<file path="src/rtl/car_pkg.sv">
// Shared car-link definitions: moving-state codes, command-byte layout, tx FSM encoding.
// CAR_CMD_TX_PARITY_EN adds the PARITY state for 8E1 framing.
package car_pkg;

  localparam logic [3:0] STOP         = 4'b0000;
  localparam logic [3:0] MOVE_FORWARD = 4'b0001;
  localparam logic [3:0] MOVE_BACK    = 4'b0010;
  localparam logic [3:0] TURN_LEFT    = 4'b0100;
  localparam logic [3:0] TURN_RIGHT   = 4'b1000;

  localparam int CMD_PL_BIT  = 4;
  localparam int CMD_DE_BIT  = 5;
  localparam int CMD_PWR_BIT = 6;

  typedef enum logic [2:0] {
    TX_IDLE,
    TX_START,
    TX_DATA,
`ifdef CAR_CMD_TX_PARITY_EN
    TX_PARITY,
`endif
    TX_STOP
  } tx_state_e;

endpackage

</file>
<file path="src/rtl/uart_baud_tick.sv">
// Bit-period counter: tick is high on the last cycle of each CLKS_PER_BIT period.
// restart holds the count at zero so the next period starts cleanly.
module uart_baud_tick #(
  parameter int CLKS_PER_BIT = 10
) (
  input  logic sys_clk,
  input  logic rst,
  input  logic restart,
  output logic tick
);

  localparam int CW = (CLKS_PER_BIT > 1) ? $clog2(CLKS_PER_BIT) : 1;
  localparam logic [CW-1:0] LAST = CW'(CLKS_PER_BIT - 1);

  logic [CW-1:0] cnt;

  always_ff @(posedge sys_clk or posedge rst) begin
    if (rst) begin
      cnt <= '0;
    end else if (restart || cnt == LAST) begin
      cnt <= '0;
    end else begin
      cnt <= cnt + CW'(1);
    end
  end

  assign tick = (cnt == LAST);

endmodule

</file>
<file path="src/rtl/car_cmd_tx.sv">
// UART transmitter for the car command byte: sends on command change and as a periodic keep-alive.
// Default 8N1; define CAR_CMD_TX_PARITY_EN for 8E1.
module car_cmd_tx
  import car_pkg::*;
#(
  parameter int CLK_FREQ       = 100_000_000,
  parameter int BAUD           = 9600,
  parameter int REFRESH_CYCLES = 2_000_000
) (
  input  logic      sys_clk,
  input  logic      rst,
  input  logic      power,
  input  logic [3:0] moving_state,
  input  logic      pl_beacon_sig,
  input  logic      de_beacon_sig,
  output logic      tx,
  output logic      busy,
  output logic      frame_done,
  output tx_state_e dbg_state
);

  localparam int CLKS_PER_BIT = CLK_FREQ / BAUD;
  localparam int RW = (REFRESH_CYCLES > 1) ? $clog2(REFRESH_CYCLES) : 1;
  localparam logic [RW-1:0] REF_LAST = RW'(REFRESH_CYCLES - 1);

  tx_state_e     state, state_nxt;
  logic [7:0]    cmd, last_sent, shift_reg;
  logic [RW-1:0] refresh_cnt;
  logic [2:0]    bit_cnt;
  logic          pl_lat, de_lat;
  logic          load, tick;
`ifdef CAR_CMD_TX_PARITY_EN
  logic          parity_bit;
`endif

  always_comb begin
    cmd              = '0;
    cmd[CMD_PWR_BIT] = power;
    cmd[CMD_DE_BIT]  = de_lat;
    cmd[CMD_PL_BIT]  = pl_lat;
    cmd[3:0]         = power ? moving_state : STOP;
  end

  assign load = (state == TX_IDLE) && ((cmd != last_sent) || (refresh_cnt == REF_LAST));

  uart_baud_tick #(.CLKS_PER_BIT(CLKS_PER_BIT)) u_baud (
    .sys_clk (sys_clk),
    .rst     (rst),
    .restart (state == TX_IDLE),
    .tick    (tick)
  );

  always_ff @(posedge sys_clk or posedge rst) begin
    if (rst) begin
      state <= TX_IDLE;
    end else begin
      state <= state_nxt;
    end
  end

  always_comb begin
    state_nxt  = state;
    tx         = 1'b1;
    frame_done = 1'b0;
    case (state)
      TX_IDLE:  if (load) state_nxt = TX_START;
      TX_START: begin
        tx = 1'b0;
        if (tick) state_nxt = TX_DATA;
      end
      TX_DATA: begin
        tx = shift_reg[0];
`ifdef CAR_CMD_TX_PARITY_EN
        if (tick && bit_cnt == 3'd7) state_nxt = TX_PARITY;
`else
        if (tick && bit_cnt == 3'd7) state_nxt = TX_STOP;
`endif
      end
`ifdef CAR_CMD_TX_PARITY_EN
      TX_PARITY: begin
        tx = parity_bit;
        if (tick) state_nxt = TX_STOP;
      end
`endif
      TX_STOP: begin
        if (tick) begin
          state_nxt  = TX_IDLE;
          frame_done = 1'b1;
        end
      end
      default: state_nxt = TX_IDLE;
    endcase
  end

  assign busy      = (state != TX_IDLE);
  assign dbg_state = state;

  // A beacon request arriving in the load cycle survives into the next frame.
  always_ff @(posedge sys_clk or posedge rst) begin
    if (rst) begin
      pl_lat <= 1'b0;
      de_lat <= 1'b0;
    end else begin
      pl_lat <= (pl_lat & ~load) | pl_beacon_sig;
      de_lat <= (de_lat & ~load) | de_beacon_sig;
    end
  end

  always_ff @(posedge sys_clk or posedge rst) begin
    if (rst) begin
      refresh_cnt <= '0;
      last_sent   <= '0;
      shift_reg   <= '0;
      bit_cnt     <= '0;
    end else begin
      if (load) begin
        refresh_cnt <= '0;
      end else if (refresh_cnt != REF_LAST) begin
        refresh_cnt <= refresh_cnt + RW'(1);
      end
      if (load) begin
        last_sent <= cmd;
        shift_reg <= cmd;
        bit_cnt   <= '0;
      end else if (state == TX_DATA && tick) begin
        shift_reg <= {1'b0, shift_reg[7:1]};
        bit_cnt   <= bit_cnt + 3'd1;
      end
    end
  end

`ifdef CAR_CMD_TX_PARITY_EN
  always_ff @(posedge sys_clk or posedge rst) begin
    if (rst) begin
      parity_bit <= 1'b0;
    end else if (load) begin
      parity_bit <= ^cmd;
    end
  end
`endif

endmodule
</file>
<file path="config.mk">
export PLATFORM = sky130hd
export DESIGN_NAME = car_cmd_tx
export DESIGN_NICKNAME = d
export VERILOG_FILES = /design/src/rtl/car_pkg.sv /design/src/rtl/uart_baud_tick.sv /design/src/rtl/car_cmd_tx.sv
export SDC_FILE = /design/constraint.sdc
export NUM_CORES = 1
export LEC_CHECK = 0
export ABC_AREA = 1
export CAP_MARGIN = 10
export CORE_MARGIN = 2
export CORE_UTILIZATION = 60
export DETAILED_ROUTE_END_ITERATION = 6
export PLACE_DENSITY = 0.79
export SETUP_SLACK_MARGIN = 0.3
export SLEW_MARGIN = 20
export SYNTH_ARGS = -nofsm -noshare
export SYNTH_HDL_FRONTEND = slang
export SYNTH_SLANG_ARGS = --single-unit
</file>
<file path="constraint.sdc">
create_clock -name sys_clk -period 2.21 [get_ports sys_clk]
set_clock_uncertainty 0.1 [all_clocks]
set_input_delay 0.3315 -clock sys_clk [delete_from_list [all_inputs] [get_ports sys_clk]]
set_output_delay 0.3315 -clock sys_clk [all_outputs]
set_load 0.05 [all_outputs]
</file>
---- Yosys cells after proc, flatten, opt, wreduce, memory -nomap -nowiden ----
Cells that the tools add are included.
word-level totals
  output and inout bits ................... 6
  logic and storage cells ................. 54
  latch bits .............................. 0
  RAM bits ................................ 0
  bits in read-only memories .............. 0
  bits in registers ....................... 58
  memories ................................ 0
cells by class
  $mul .................................... 0
  equal/unequal tests ..................... 12
  reduce and logical (&&, ||, !) cells .... 10
  divide/modulo/power cells ............... 0
  add/subtract/negate cells ............... 3
  shift operators ......................... 0
  magnitude comparators ................... 0
  multiplexer cells ....................... 16
  bitwise operators ....................... 5
operators with widths
  operator                                                               count
  21-bit two-way mux                                                     2
  21-bit by 1-bit adder with 21-bit output, second input constant        1
  21-bit equality test, second input constant                            1
  21-bit inequality test, second input constant                          1
  3-bit two-way mux                                                      6
  8-bit two-way mux                                                      2
  14-bit by 1-bit adder with 14-bit output, second input constant        1
  14-bit equality test, second input constant                            1
  14-bit two-way mux                                                     1
  3-bit case mux with 4 select lines                                     1
  2-bit inequality test, second input constant                           4
  7-bit inequality test                                                  1
  3-bit by 2-bit equality test with 1-bit output, second input constant  2
  4-bit two-way mux                                                      1
  4-bit AND reduction                                                    1
  2-bit nonzero test                                                     2
  3-bit by 1-bit adder with 3-bit output, second input constant          1
  3-bit by 1-bit equality test with 1-bit output, second input constant  1
  3-bit equality test, second input constant                             1
  1-bit logical AND                                                      3
  3-bit zero test                                                        1
  3-bit nonzero test                                                     1
  1-bit AND                                                              2
  1-bit logical OR                                                       2
  other kinds (4)                                                        6

---- Depth between registers and ports, before layout ----
Gate-level depths: netlist of the first run.
  depth after elaboration ................. 7
  mapped depth ............................ 11
  depth with buffers taken out ............ 10

---- Modules after synthesis ----
From an unflattened synthesis of the first run, not the netlist that was laid out.
unflattened totals
  cell total of the unflattened synthesis .. 440
  area total of the unflattened synthesis .. 3308.2 um2
by module, submodules not included
  module          seq. area each (um2)  area each (um2)  instances  cells an instance
  car_cmd_tx      1051.0                2498.6           1          329
  uart_baud_tick  350.3                 809.5            1          111

---- Worst setup path after synthesis of the first run ----
OpenSTA, ideal clock, no wires.
  kind .................................... reg2out
  start ................................... reg state[0], in the netlist dbg_state[0]
  end ..................................... out tx
  data required time ...................... 1779 ps
  arrival ................................. 2173 ps
  path slack .............................. -395 ps
  cell stages (with the launch flop) ...... 4
  cell sequence ........................... dfrtp_1 inv_1 ha_1 o21ai_0
between the ends
  cells in the longest elaborated chain, start to end .. 2
  elaborated cells on any way between the ends .. 3
RTL lines
  what                                                                                                                     RTL line          RTL
  start: declaration                                                                                                       car_cmd_tx.sv:26  tx_state_e state, state_nxt;
  start signal: assignment                                                                                                 car_cmd_tx.sv:57  state <= state_nxt;
  3-bit by 2-bit equality test with 1-bit output / 3-bit by 1-bit equality test with 1-bit output (equally long branches)  car_cmd_tx.sv:65  case (state)
  1-bit case mux with 2 select lines *                                                                                     car_cmd_tx.sv:65
  end: declaration                                                                                                         car_cmd_tx.sv:16  output logic tx,
Mark *: on every way between the ends. The rest lies on a longest branch, timed or not.

---- Worst setup path in the final report of the first run ----
  start ................................... reg u_baud.cnt[0]
  end ..................................... out frame_done
between the ends
  cells in the longest elaborated chain, start to end .. 3
RTL lines
  what                      RTL line              RTL
  start: declaration        uart_baud_tick.sv:15  logic [CW-1:0] cnt;
  start signal: assignment  uart_baud_tick.sv:23  cnt <= cnt + CW'(1);
  14-bit equality test      uart_baud_tick.sv:27  assign tick = (cnt == LAST);
  1-bit two-way mux         car_cmd_tx.sv:86      if (tick) begin
  1-bit two-way mux         car_cmd_tx.sv:65
  end: declaration          car_cmd_tx.sv:18      output logic frame_done,
Every way passes these cells.

==> metrics.md, run 1 <==
| Metric | Value |
|---|---|
| Outcome | complete, no violations |
| GPL Wtd Cong | 0.884 |
| Fin. max-slew vios | 0 |
| DP Worst Slack | -0.0816 ns |
| Mux cell area share after synthesis | 0 |
| Pwr Density | 1010 nW/um2 |
| Critical path type | reg2out |
| IO Count | 15 |
| Wire length on met3 | 202 um |
| Post-Route WL | 6930 um |
| Synth top area share | 0.436 |
| Most flop-heavy register | refresh_cnt |
| CTS tree | done |
| DP HPWL | 4560 um |
| TNS Setup | 0 ns |
| Final ANT Viol Nets | 0 |
| Area of the multi-input gates | 1650 um2 |
| Asr flop ratio synth | 1.00 |
| GR Overflow Total | 0 |
| Cts bufs inserted | 5 |
| CP endpoint kind | primary output |
| VDD IR max | 0.757 mV |
| Top sig layer | met4 |
| Sequential fraction of the synthesis area | 0.436 |
| Sw Pwr | 1.51 mW |
| Row cnt | 26 |
| Setup ws final | 0.232 ns |
| Initial Utilization | 0.625 |
| N_diodes | 0 |
| Die H | 77.2 um |
| Mapped Cells | 422 |
| Synthesis warning total | 0 |
| Tmin final | 1.98 ns |
| FF/Latch Area | 1400 um2 |
| Routed wl met2 | 3590 um |
| Share of post-route cells with drive strength above 1 | 0.155 |
| P_leak | 1.83 nW |
| Detailed router's first-iteration violation count | 145 |
| HP Class | in2async |
| Post-route insts no fill | 528 |
| Yosys top cell by area | dfrtp_1 |
| Initial antenna violation count | 0 |
| Wl on met1 | 3010 um |
| Max frequency | 506 MHz |
| RSZ-0062 raised after global routing | yes |
| Sw Ratio | 0.391 |
| GRT Overall Usage | 0.236 |
| Final number of hold-violating endpoints | 0 |
| H-tree depth | 2 |
| Simple-gate share of the synthesized area | 0.355 |
| Post-synth EDFFs | 0 |
| PortBufs | 13 |
| Commonest non-fill, non-tap cells in the layout | nand2_1 (112), nor2_1 (57), dfrtp_1 (54), inv_1 (49), nand3_1 (30) |
| Largest family of logic cells by synthesized area | simple AND/OR/NAND/NOR gates |
| Nets | 475 |
| Clk buf depth | 2 |
| Clock latency on the worst-skew pair | 0.31 ns |
| Post-Syn Nets | 439 |
| Synth Area in XOR/XNOR | 0.0491 |
| Post-synth top flop | dfrtp_1 |
| Die Wd | 77.2 um |
| Pin count of the biggest net entering global routing | 57 |
| Yosys reg bits | 56 |
| Area grow syn2layout | 19.3% |
| Critical Path RT | 1.78 ns |
| Crit path DAT | 1.55 ns |
| Clock root cell | clkbuf_8 |
| Min Hold Slack | 0.270 ns |
| Total iterations of the first detailed-routing run | 5 |
| R2R depth | 11 |
| Mapped cell area | 3210 um2 |
| Leading post-synthesis cells by cell area | dfrtp_1 (44%), nand2_1 (13%), nor2_1 (7.0%), inv_1 (6.1%), nand3_1 (4.8%) |
| First-pass GRT wire length | 11500 um |
| Clock power share | 0.197 |
| Full die area | 5950 um2 |
| Type of origin of the critical path | flop |
| Final period util | 0.895 |
| Vias post-DR | 2807 |
| Clk sinks | 56 |
| Largest registers | refresh_cnt (21), u_baud.cnt (14) |
| CTS clk-pin slew, worst paths | 0.10 ns |
| Synth Area in Adders | 0.0312 |
| Vias in the first global route | 2641 |
| Routed len/inst | 13.1 um |
| Worst-path maximum fanout | 2 |
| Avg Cell Area, Syn | 7.61 um2 |
| Via density | 5.32 |
| Yosys cell types | 32 |
| DRC viols | 0 |
| Fillers | 375 |
| Int Pwr | 2.35 mW |
| Most common cell after layout, fill and taps aside | nand2_1 |
| Sequential power share | 0.365 |
| Max reg flops | 21 |
| Max-cap violation count | 0 |
| Endpoints failing setup | 0 |
| Comb pwr share | 0.438 |
| Core area | 5140 um2 |
| Post-synthesis compound-gate area fraction | 0.0374 |
| Inst Count DP | 504 |
## cells by family after synthesis
group | count (synthesis)
other cells | 1
buf+inv | 64
flops | 56
compound gates | 23
xor+xnor | 18
fa+ha+maj | 8
simple gates | 252
## metal layers
| metal | up-vias | global-route usage |
|---|---|---|
| met4 | 0 | 0.0679 |
| met5 | - | 0 |
| met2 | 58 | 0.406 |
| li1 | 1396 | - |
| met1 | 1339 | 0.309 |
| met3 | 14 | 0.0376 |
## worst max-delay path: stages, from the launching register on
cell and delay (ns):
dfrtp_1 0.41, ha_4 0.17, nand2_4 0.06, nor2_4 0.09, inv_2 0.05, nor2_4 0.12, nand2_2 0.09, nor2_4 0.11
buf_12 0.14
## Yosys cell counts, types with 2 or more instances
master     n
nand2_1  114
nor2_1    60
dfrtp_1   56
inv_1     52
nand3_1   31
nand4_1   17
o21ai_0   10
xnor2_1   10
nor3_1     9
ha_1       8
xor2_1     8
o21ai_1    6
a21oi_1    5
buf_6      5
nand2_2    4
nor2_2     4
nor2_4     4
buf_4      2
inv_2      2
nand2_4    2
nand3_2    2
## stage by stage
step | util | instance area [um2] | power (mW)
after floorplan | - | 3240 | 2.47
after global placement | 0.676 | 3480 | 2.77
after CTS | 0.717 | 3690 | 3.66
after global routing | 0.745 | 3830 | 4.14
final | 0.745 | 3830 | 3.86
after detailed placement | 0.676 | 3480 | 2.82
## path summary, 6_finish.rpt
path / from / slack (ns) / endpoint
hold / removal: rst / 0.27 / u_baud.cnt[8]
setup / recovery: u_baud.cnt[0] / 0.23 / frame_done
setup reg to reg: u_baud.cnt[0] / 0.38 / u_baud.cnt[4]
hold reg to reg: shift_reg[6] / 0.42 / shift_reg[6]
min in group sys_clk: shift_reg[6] / 0.42 / shift_reg[6]
max in group asynchronous: rst / 1.47 / dbg_state[1]
## final cells by class
class | count | area share
tap | 70 | 0.0229
sequential | 56 | 0.366
clock inverter | 2 | 0.0157
inverter | 55 | 0.0549
clock buffer | 5 | 0.0180
multi-input combinational | 303 | 0.430
timing repair buffer | 37 | 0.0924
## power by group through the flow
stage	Sequential, mW	Clock [mW]	Combinational (mW)
after floorplan	1.43	0	1.04
after detailed placement	1.41	0	1.41
after global placement	1.40	0	1.37
after global routing	1.44	0.825	1.88
after CTS	1.39	0.786	1.48
final	1.41	0.761	1.69
## what timing repair did
item	in CTS	in global routing
pin swaps	5	6
gates resized for setup	12	10
hold buffers	0	0
cloned	0	1
setup endpoints to repair	20	42
buffers inserted	6	10
(Power assumes the default switching activity.)
==> run 2: changes to the inputs <==
--- a/config.mk
+++ b/config.mk
@@ -8,11 +8,10 @@
 export ABC_AREA = 1
 export CAP_MARGIN = 10
 export CORE_MARGIN = 2
-export CORE_UTILIZATION = 60
+export CORE_UTILIZATION = 48
 export DETAILED_ROUTE_END_ITERATION = 6
-export PLACE_DENSITY = 0.79
+export PLACE_DENSITY = 0.66
 export SETUP_SLACK_MARGIN = 0.3
-export SLEW_MARGIN = 20
 export SYNTH_ARGS = -nofsm -noshare
 export SYNTH_HDL_FRONTEND = slang
 export SYNTH_SLANG_ARGS = --single-unit
==> run 2 against run 1 <==
Against the previous run: flip-flop and latch count unchanged; utilization down 15 points; maximum frequency up 1.9%; global-route usage is 4.7 points lower; register-to-register slack barely moved; via count down 3.3%; critical path depth stayed put; sequential share of layout area up 0.22 points.
==> metrics.md, run 2 (synthesized netlist as in run 1, its figures left out) <==
| Metric | Value |
|---|---|
| Outcome | complete, no violations |
| Post-Route WL | 6720 um |
| Area grow syn2layout | 18.8% |
| Final number of hold-violating endpoints | 0 |
| H-tree depth | 2 |
| Crit path DAT | 1.51 ns |
| Pin count of the biggest net entering global routing | 57 |
| Row cnt | 29 |
| Tot Pwr | 3.78 mW |
| Clock root cell | clkbuf_8 |
| Max reg flops | 21 |
| Initial antenna violation count | 0 |
| Max frequency | 515 MHz |
| Routed len/inst | 12.6 um |
| Max-cap violation count | 0 |
| Full die area | 7360 um2 |
| Die Wd | 85.8 um |
| Initial Utilization | 0.500 |
| CP endpoint kind | primary output |
| Design area | 3810 um2 |
| DP HPWL | 4370 um |
| Fin. max-slew vios | 0 |
| Area of the multi-input gates | 1620 um2 |
| N_diodes | 0 |
| Final ANT Viol Nets | 0 |
| Via density | 5.09 |
| DRC viols | 0 |
| CTS clk-pin slew, worst paths | 0.10 ns |
| Die H | 85.8 um |
| Total iterations of the first detailed-routing run | 6 |
| DP Worst Slack | -0.0128 ns |
| Detailed router's first-iteration violation count | 153 |
| Commonest non-fill, non-tap cells in the layout | nand2_1 (112), nor2_1 (57), dfrtp_1 (52), inv_1 (49), nand3_1 (31) |
| Clock latency on the worst-skew pair | 0.32 ns |
| Final core utilization | 0.594 |
| Fillers | 585 |
| Final period util | 0.879 |
| Critical path type | reg2out |
| Nets | 472 |
| First-pass GRT wire length | 11200 um |
| IO Count | 15 |
| CTS tree | done |
| Crit-path max cell delay | 0.38 ns |
| Largest registers | refresh_cnt (21), u_baud.cnt (14) |
| GRT Overall Usage | 0.190 |
| FF/Latch Area | 1410 um2 |
| Most common cell after layout, fill and taps aside | nand2_1 |
| Pwr Density | 992 nW/um2 |
| GPL Wtd Cong | 0.833 |
| Most flop-heavy register | refresh_cnt |
| Gr busiest metal | met2 |
| Type of origin of the critical path | flop |
| Cts bufs inserted | 5 |
| DP Area | 3450 um2 |
| GR Overflow Total | 0 |
| Clk buf depth | 2 |
| Bufs and invs on worst path | 2 |
| Grt met1 use | 0.257 |
| P_leak | 1.81 nW |
| Grt met2 use | 0.315 |
| Cell chain of the critical path | ha_2 > nand2_2 > nor2_4 > inv_2 > nor2_4 > nand2_2 > nor2_4 > buf_12 |
| Vias post-DR | 2715 |
| Share of post-route cells with drive strength above 1 | 0.151 |
| Setup slack, reg-to-reg | 0.37 ns |
| RSZ-0062 raised after global routing | yes |
| Setup ws final | 0.268 ns |
| HP Class | in2async |
| Met3 usage | 0.0318 |
| Core area | 6420 um2 |
| PortBufs | 13 |
| Clk sinks | 56 |
| Min Hold Slack | 0.282 ns |
| Slowest-stage cell, CP | dfrtp_1 |
| Worst-path maximum fanout | 2 |
| Tmin final | 1.94 ns |
| Crit path max-delay family | simple AND/OR/NAND/NOR gates |
| Hold buffers post-CTS | 0 |
| Most frequent CP cell | nor2_4 |
| Endpoints failing setup | 0 |
| VDD IR max | 0.572 mV |
| Vias in the first global route | 2501 |
| Critical Path RT | 1.78 ns |
run 2: stage by stage:
stage / instances / TNS (ns)
after floorplan: 422 / 0
after global placement: 506 / 0
after detailed placement: 506 / -0.0321
after CTS: 522 / 0
after global routing: 533 / 0
final: 533 / 0
run 2: final timing paths:
check                               start              end  cells past startpoint
max in group asynchronous             rst     dbg_state[1]                      3
hold reg to reg              last_sent[4]     last_sent[4]                      2
setup / recovery            u_baud.cnt[0]       frame_done                      8
setup reg to reg           refresh_cnt[0]   refresh_cnt[4]                      8
min in group sys_clk         last_sent[4]     last_sent[4]                      2
hold / removal                        rst  refresh_cnt[11]                      3
run 2: area by class of cell:
class	count	area share
clock buffer	6	0.0190
clock inverter	2	0.0102
inverter	55	0.0551
multi-input combinational	302	0.424
sequential	56	0.369
tap	77	0.0253
timing repair buffer	35	0.0977
run 2: what timing repair did:
action | 4_1_cts | 5_1_grt
gates resized for setup | 11 | 11
pin swaps | 5 | 7
setup buffers | 8 | 9
endpoints found under the hold margin | 0 | 0
endpoints found under the setup margin | 17 | 47
gates cloned | 0 | 2
run 2: worst register-to-register path, stage by stage (launching register included):
cell and delay (ns):
dfrtp_1 0.37, buf_4 0.14, ha_4 0.15, nand3_4 0.10, nor2_4 0.18, nand3_4 0.15, a21oi_4 0.29, clkbuf_16 0.22
nor2_1 0.05
run 2: power breakdown:
| group | total, mW | switching (mW) | internal [mW] |
|---|---|---|---|
| clock network | 0.682 | 0.339 | 0.343 |
| logic | 1.71 | 0.993 | 0.718 |
| registers | 1.39 | 0.159 | 1.23 |
run 2: routing by layer:
| layer | wire length (um) | up-vias |
|---|---|---|
| met5 | 0 | - |
| met4 | 102 | 0 |
| met3 | 219 | 12 |
| met1 | 3130 | 1264 |
| met2 | 3260 | 54 |
| li1 | - | 1385 |
==> run 3: changes to the inputs <==
--- a/config.mk
+++ b/config.mk
@@ -7,10 +7,13 @@
 export LEC_CHECK = 0
 export ABC_AREA = 1
 export CAP_MARGIN = 10
+export CELL_PAD_IN_SITES_DETAIL_PLACEMENT = 1
+export CELL_PAD_IN_SITES_GLOBAL_PLACEMENT = 1
 export CORE_MARGIN = 2
-export CORE_UTILIZATION = 48
+export CORE_UTILIZATION = 45
 export DETAILED_ROUTE_END_ITERATION = 6
-export PLACE_DENSITY = 0.66
+export PLACE_DENSITY_LB_ADDON = 0.1
+export RECOVER_POWER = 25
 export SETUP_SLACK_MARGIN = 0.3
 export SYNTH_ARGS = -nofsm -noshare
 export SYNTH_HDL_FRONTEND = slang
==> constraint.sdc (replaced) <==
create_clock -name sys_clk -period 2.2 [get_ports sys_clk]
set_clock_uncertainty 0.1 [all_clocks]
set_input_delay 0.33 -clock sys_clk [delete_from_list [all_inputs] [get_ports sys_clk]]
set_output_delay 0.33 -clock sys_clk [all_outputs]
set_load 0.05 [all_outputs]
==> run 3 against run 2 <==
Against the previous run: first-iteration DRC count decreased by 25%; highest routed layer unchanged; worst hold slack better by 0.13 ns; largest cell class unchanged; die area increased by 6.3%; combinational power grew 8%; final cell count rose by 4.1%; via count rose by 6.8%.
==> metrics.md, run 3 (synthesized netlist as in run 1, its figures left out) <==
| Metric | Value |
|---|---|
| Post-Route WL | 8510 um |
| Fillers | 862 |
| Hold Path Origin | shift_reg[6] |
| Full die area | 7830 um2 |
| Die Wd | 88.5 um |
| Clock root cell | clkbuf_8 |
| Max-cap violation count | 0 |
| GPL Wtd Cong | 0.839 |
| Area grow syn2layout | 20.6% |
| Tmin final | 1.98 ns |
| Critical Path End | frame_done |
| Die H | 88.5 um |
| Comb pwr share | 0.481 |
| Total iterations of the first detailed-routing run | 4 |
| Hold buffers post-CTS | 0 |
| Bufs and invs on worst path | 2 |
| Final number of hold-violating endpoints | 0 |
| H-tree depth | 2 |
| First-pass GRT wire length | 13500 um |
| Row cnt | 30 |
| Endpoints failing setup | 0 |
| CTS clk-pin slew, worst paths | 0.11 ns |
| Nets | 475 |
| CP Depth | 8 |
| Clock power share | 0.155 |
| Rel. slew slack | 0.469 |
| Max reg flops | 21 |
| Pin count of the biggest net entering global routing | 26 |
| Worst reg2reg startpoint | u_baud.cnt[1] |
| Fin. max-slew vios | 0 |
| Core area | 6830 um2 |
| DRC viols | 0 |
| VDD IR max | 0.553 mV |
| Min Hold Slack | 0.413 ns |
| Worst r2r dst | bit_cnt[1] |
| Critical Path RT | 1.77 ns |
| Type of origin of the critical path | flop |
| Tot Pwr | 3.86 mW |
| Most common cell after layout, fill and taps aside | nand2_1 |
| Setup ws final | 0.216 ns |
| DP Area | 3510 um2 |
| DP Worst Slack | -0.103 ns |
| Critical Path Start | u_baud.cnt[1] |
| CTS tree | done |
| Share of post-route cells with drive strength above 1 | 0.159 |
| Clk buf depth | 2 |
| Routed len/inst | 15.3 um |
| GR Overflow Total | 0 |
| HP Class | reg2reg |
| Via density | 5.22 |
| Cell chain of the critical path | ha_2 > nand2_2 > nor2_4 > inv_2 > nor2_4 > nand2_4 > nor2_4 > buf_12 |
| DP HPWL | 5800 um |
| Sw Pwr | 1.66 mW |
| Largest registers | refresh_cnt (21), u_baud.cnt (14) |
| Clock latency on the worst-skew pair | 0.32 ns |
| Initial antenna violation count | 0 |
| Commonest non-fill, non-tap cells in the layout | nand2_1 (112), nor2_1 (56), dfrtp_1 (54), inv_1 (50), nand3_1 (31) |
| Max frequency | 504 MHz |
| Worst-path maximum fanout | 2 |
| Vias post-DR | 2899 |
| P_leak | 1.82 nW |
| Clk sinks | 56 |
| Int Pwr | 2.19 mW |
| Vias in the first global route | 2867 |
| CP endpoint kind | primary output |
| Sequential power share | 0.364 |
| Detailed router's first-iteration violation count | 114 |
| Crit-path max cell delay | 0.38 ns |
| Slowest-stage cell, CP | dfrtp_1 |
| IO Count | 15 |
| GRT Overall Usage | 0.221 |
| PortBufs | 13 |
| Final period util | 0.902 |
| Most flop-heavy register | refresh_cnt |
| Initial Utilization | 0.470 |
| R2R depth | 11 |
| Cts bufs inserted | 5 |
| Setup slack, reg-to-reg | 0.30 ns |
| RSZ-0062 raised after global routing | yes |
| Design area | 3870 um2 |
| Sw Ratio | 0.432 |
| N_diodes | 0 |
| Critical path type | reg2out |
| Outcome | complete, no violations |
| Crit path max-delay family | simple AND/OR/NAND/NOR gates |
| Worst-Margin Slew | 0.796 ns |
| Pwr Density | 996 nW/um2 |
| Crit path DAT | 1.55 ns |
| Most frequent CP cell | nor2_4 |
| Final ANT Viol Nets | 0 |
[run 3: worst min-delay path: cells and delay by family (launching register included)]
kind / cells / cell delay (ns)
and+or+nand+nor: 2 / 0.12
DFF: 1 / 0.36
[run 3: final cells by class]
type / count / area (um2) / share of cell area
inverter: 55 / 210 / 0.0543
clock buffer: 5 / 68.8 / 0.0178
clock inverter: 3 / 22.5 / 0.00582
tap: 96 / 120 / 0.0310
multi-input combinational: 304 / 1690 / 0.436
sequential: 56 / 1400 / 0.363
timing repair buffer: 36 / 360 / 0.0931
[run 3: worst min-delay path by stage]
stage,endpoint,slack [ns],cells past startpoint
detailed placement,u_baud.cnt[0],0.38,1
global route,last_sent[5],0.45,2
global placement,u_baud.cnt[0],0.35,1
CTS,refresh_cnt[9],0.25,2
floorplan,de_lat,0.33,2
finish,shift_reg[6],0.41,2
[run 3: power groups by stage]
| stage | registers [mW] | logic, mW | clock network (mW) |
|---|---|---|---|
| 2_1_floorplan | 1.44 | 1.04 | 0 |
| 3_3_place_gp | 1.41 | 1.43 | 0 |
| 3_5_place_dp | 1.42 | 1.50 | 0 |
| 4_1_cts | 1.40 | 1.60 | 0.614 |
| 5_1_grt | 1.42 | 2.05 | 0.658 |
| 6_report | 1.40 | 1.85 | 0.599 |
[run 3: through the flow]
step	setup TNS, ns	instances	util
after detailed placement	-1.61	529	0.514
after global routing	0	555	0.567
after global placement	-0.130	529	0.514
after floorplan	0	422	-
after CTS	0	545	0.546
final	0	555	0.567
[run 3: layer usage]
metal / up-vias / track usage / share of wire
met5: - / 0 / 0
met4: 0 / 0.0523 / 0.015
met3: 12 / 0.0326 / 0.024
met2: 37 / 0.379 / 0.53
met1: 1444 / 0.295 / 0.43
li1: 1406 / - / -
[run 3: timing repair]
item	in CTS	in global routing
pin swaps	6	7
resized for setup	16	15
endpoints found under the setup margin	48	44
buffers inserted	8	7
cloned	0	3
==> RTL change 1: new RTL, settings of run 3 <==
One comparison of `refresh_cnt` changes from == to >=.
--- a/src/rtl/car_cmd_tx.sv
+++ b/src/rtl/car_cmd_tx.sv
@@ -43,3 +43,3 @@
 
-  assign load = (state == TX_IDLE) && ((cmd != last_sent) || (refresh_cnt == REF_LAST));
+  assign load = (state == TX_IDLE) && ((cmd != last_sent) || (refresh_cnt >= REF_LAST));
 
Check against the original RTL: no difference found for any inputs over 10 cycles, from zero or initial values and one cycle with rst high; that may be too few to reach the edited logic, so the function may still have changed.
==> RTL change 1 against run 3 <==
Clock power increased by 5.5%. Sequential cell count unchanged. Total power decreased by 3.8%. Synthesized area decreased by 1.8%. Cell count unchanged. Synthesized cell count decreased by 2.4%. Worst setup slack improved by 0.085 ns. Wire length decreased by 4.3%. Final area increased by 0.61%. Critical path type unchanged. Combinational power decreased by 11%.
==> RTL change 1: results (changes against run 3) <==
- First DRT Iteration DRCs: 75 (-34%)
- R2R Setup Slk: 0.33 ns (+0.03 ns)
- Reg2Reg Launch Point: refresh_cnt[9]
- Top cells by area, synth: dfrtp_1 (44%), nand2_1 (12%), nor2_1 (7.0%)
- Worst-Margin Slew: 0.5985 ns (-0.1977 ns)
- Status: complete, no violations
- Antenna cells: 0 (unchanged)
- Placed inst area: 3445 um2 (-2.0%)
- Worst VDD drop: 0.4923 mV (-11%)
- Filler cell count: 835 (-3.1%)
- Synth warnings: 0 (unchanged)
- Cts bufs inserted: 5 (unchanged)
- Routed WL per cell: 14.68 um (-4.3%)
- Met2 WL: 4208 um (-6.0%)
- Via count: 2829 (-2.4%)
- Clk pin slew, worst setup/hold paths: ~0.10 ns
- Seq/Total Area, Yosys: 0.4446 (+0.008144)
- Worst Setup EP: frame_done
- Worst Reg-to-Reg Cells: 11 (unchanged)
- Mapped Cells: 412 (-2.4%)
- Library cells used by synthesis: 34 (+6.3%)
- Syn_nets: 429 (-2.3%)
- Buffers added on ports: 13 (unchanged)
- Regs by FF count: refresh_cnt x21, u_baud.cnt x14
- M1 WL: 3618 um (-2.0%)
- First-pass GRT wire length: 12760 um (-5.6%)
- CTS H-Tree Depth: 2 (unchanged)
- Leakage: 1.912 nW (+4.8%)
- Post-DP HPWL: 5499 um (-5.3%)
- Worst r2r dst: last_sent[0]
- Share of cells above drive strength 1: 0.2157 (+0.05664)
- Top FF cell, synth: dfrtp_1
- Util after Layout: 0.5735 (+0.006631)
- Largest net degree at the start of global routing: 43 (+65%)
- Final nets: 475 (unchanged)
- Crit. Startpoint: u_baud.cnt[9]
- Place WS: -0.06955 ns (+0.03315 ns)
- Crit path DAT: 1.47 ns (-0.08 ns)
- Global-route usage over all layers: 0.2115 (-0.009013)
- Final Wtd Congestion: 0.8387 (about the same)
- Ys async rst share: 1.000 (unchanged)
- WL met3: 177 um (-15%)
- Worst min path class: input port to flop
- Worst-path fanout max: 3 (+1)
- Clk buf depth: 2 (unchanged)
- Fin crit share: 0.8635 (-0.03843)
- Initial antenna violation count: 0 (unchanged)
- Total wire length: 8146 um (-4.3%)
- Hold_sp: moving_state[0]
- Placed cell count: 520 (-1.7%)
- Post-synth top cells: nand2_1 (99), nor2_1 (59), dfrtp_1 (56)
RTL change 1: cell count changes in the layout (fill, tap and decap cells not counted), moves of 5 or more:
cell / delta
nand2_1: -15
inv_1: -6
nand4_1: -6
buf_4: +13
xnor2_1: -6
a21oi_1: +7
dfrtp_2: +5
o21ai_0: +8
nor2_4: -5
nand2_2: +5
nor2_2: +7
nor2_1: -5
dfrtp_1: -5
RTL change 1: worst min-delay path by stage:
stage	slack, ns	cells after the start	end
CTS	0.21	2	u_baud.cnt[4]
detailed placement	0.36	1	u_baud.cnt[0]
finish	0.24	3	shift_reg[0]
floorplan	0.33	2	de_lat
global placement	0.35	1	u_baud.cnt[0]
global route	0.24	3	shift_reg[0]
RTL change 1: metrics by stage:
stage               setup TNS, ns  hold slack (ns)
global route                    0           0.2388
CTS                             0           0.2058
detailed placement        -0.2552           0.3583
floorplan                       0           0.3282
global placement        -0.003759           0.3546
finish                          0           0.2360
RTL change 1: logic make-up (layout without fill, tap and decap cells):
| kind of cell | after synthesis | after routing | share of synthesized area |
|---|---|---|---|
| simple gates | 234 | 234 | 0.3335 |
| buf+inv | 63 | 110 | 0.08852 |
| flops | 56 | 56 | 0.4446 |
| compound gates | 36 | 36 | 0.06153 |
| xor+xnor | 14 | 14 | 0.03890 |
| fa+ha+maj | 8 | 8 | 0.03176 |
| other cells | 1 | 1 | 0.001190 |
RTL change 1: final cells by class:
type,count,share of cell area
Clock buffer,8,0.02569
Inverter,53,0.05395
Multi-Input combinational cell,293,0.4049
Sequential cell,56,0.3619
Tap cell,96,0.03083
Timing Repair Buffer,49,0.1227
RTL change 1: worst max-delay path, stage by stage (launching register included):
cell,delay [ns]
dfrtp_1,0.45
nor4_4,0.29
nand2_1,0.12
nor2_2,0.14
buf_12,0.15
RTL change 1: timing repair:
action,4_1_cts,5_1_grt
setup buffers,6,18
pin swaps,4,7
gates resized for setup,12,33
gates cloned,0,3
setup endpoints to repair,33,46
RTL change 1: power by group:
group | switching (mW) | internal, mW
combinational | 0.984 | 0.667
sequential | 0.176 | 1.25
clock | 0.344 | 0.289
total | 1.50 | 2.20
RTL change 1: metal layers:
metal / GRT usage / up-vias
met5: 0 / -
met4: 0.07692 / 0
met3: 0.03299 / 13
met2: 0.3657 / 29
met1: 0.2677 / 1388
li1: - / 1399
==> RTL change 2: new RTL, config.mk and constraints of run 3 <==
Made on the original files. `CLK_FREQ`: 100_000_000 -> 200_000_000.
--- a/src/rtl/car_cmd_tx.sv
+++ b/src/rtl/car_cmd_tx.sv
@@ -5,3 +5,3 @@
 #(
-  parameter int CLK_FREQ       = 100_000_000,
+  parameter int CLK_FREQ       = 200_000_000,
   parameter int BAUD           = 9600,
Behaviour: same outputs for any inputs over 10 cycles, from zero or initial values and one cycle with rst high; that may be too few to reach the edited logic, so the function may still have changed.
==> RTL change 2 against run 3 <==
Count of clock-buffer cells in the layout rose by 8. Worst setup slack improved by 0.024 ns. Wire length up 9.2%. Synthesized area rose by 1.5%. Total power is 11% higher. Sequential cell count increased by 1. Final area rose by 5.8%. First-iteration DRC count fell by 2.6%. Highest routed layer unchanged.
==> RTL change 2: results (changes against run 3) <==
- # clk buffers: 13 (+8)
- Non-clock buffer count: 47 (+31%)
- Worst-skew pair later-pin latency: 0.35 ns (+0.03 ns)
- Regs by FF count: refresh_cnt x21, u_baud.cnt x15
- Crit path DAT: 1.53 ns (-0.02 ns)
- Inverters: 49 (-11%)
- Via count: 3020 (+4.2%)
- Clock-cell share: 0.04855 (+0.02496)
- Hold path depth: 1 (-1)
- Total power draw: 4.293 mW (+11%)
- Post-DP HPWL: 5849 um (+0.76%)
- Multi-input logic cell count: 313 (+3.0%)
- Top cells by area, synth: dfrtp_1 (44%), nand2_1 (15%), nor2_1 (7.3%)
- Place WS: -0.1012 ns (+0.001480 ns)
- Post-synth top cells: nand2_1 (127), nor2_1 (63), dfrtp_1 (57)
- Worst VDD drop: 0.7846 mV (+42%)
- Post-route cell area: 4098 um2 (+5.8%)
- Leakage: 1.909 nW (+4.7%)
- Clk pwr share: 0.237 (+0.082)
- Post-CTS sizing: 13 (-3)
- Worst r2r dst: shift_reg[1]
- Status: complete, no violations
- NonClk Buf Share: 0.1047 (+0.01168)
- First-pass GRT wire length: 14320 um (+6.0%)
- Clk pin slew, worst setup/hold paths: 0.06 ns (-0.05 ns)
- Share of cells above drive strength 1: 0.2116 (+0.05258)
- Final Wtd Congestion: 0.8668 (+3.4%)
- Post-synthesis xor/xnor area fraction: 0.06180 (+0.01270)
- Reg2Reg Launch Point: u_baud.cnt[4]
- Syn_nets: 444 (+1.1%)
- Final WS setup: 0.2394 ns (+0.02357 ns)
- First DRT Iteration DRCs: 111 (-2.6%)
- Hold_sp: u_baud.cnt[5]
- Adder-cell share of the synthesized area: 0.03455 (+0.003372)
- Routed WL per cell: 15.99 um (+4.3%)
- DIE AREA: 7940 um2 (+1.5%)
- Pint: 2.553 mW (+17%)
## RTL change 2: changes by cell type after synthesis, moves of 4 or more
cell     delta
nand3_1     -4
o21ai_1     -6
nand2_1    +13
xor2_1      +7
a21oi_1     +5
## RTL change 2: kinds of logic after synthesis
logic type,count (synthesis)
AND/OR/NAND/NOR,259
buffers and inverters,58
flip-flops,57
XOR/XNOR,23
AO/OA/AOI/OAI,19
adder cells (fa/ha/maj),9
other,1
## RTL change 2: through the flow
stage                     instances  hold WS (ns)  setup TNS (ns)
after floorplan                 426        0.3168               0
after global placement          539        0.3729        -0.05668
after CTS                       564        0.3191               0
final                           581        0.4125               0
after global routing            581        0.4307               0
after detailed placement        539        0.3874          -1.235
## RTL change 2: routing by layer
metal | track usage | part of all wire | wire, um | up-vias
met1 | 0.3061 | 0.44 | 4068 | 1501
met4 | 0.09634 | 0.022 | 204 | 0
met2 | 0.4013 | 0.51 | 4747 | 58
met3 | 0.03970 | 0.029 | 272 | 17
li1 | - | - | - | 1444
met5 | 0 | 0 | 0 | -
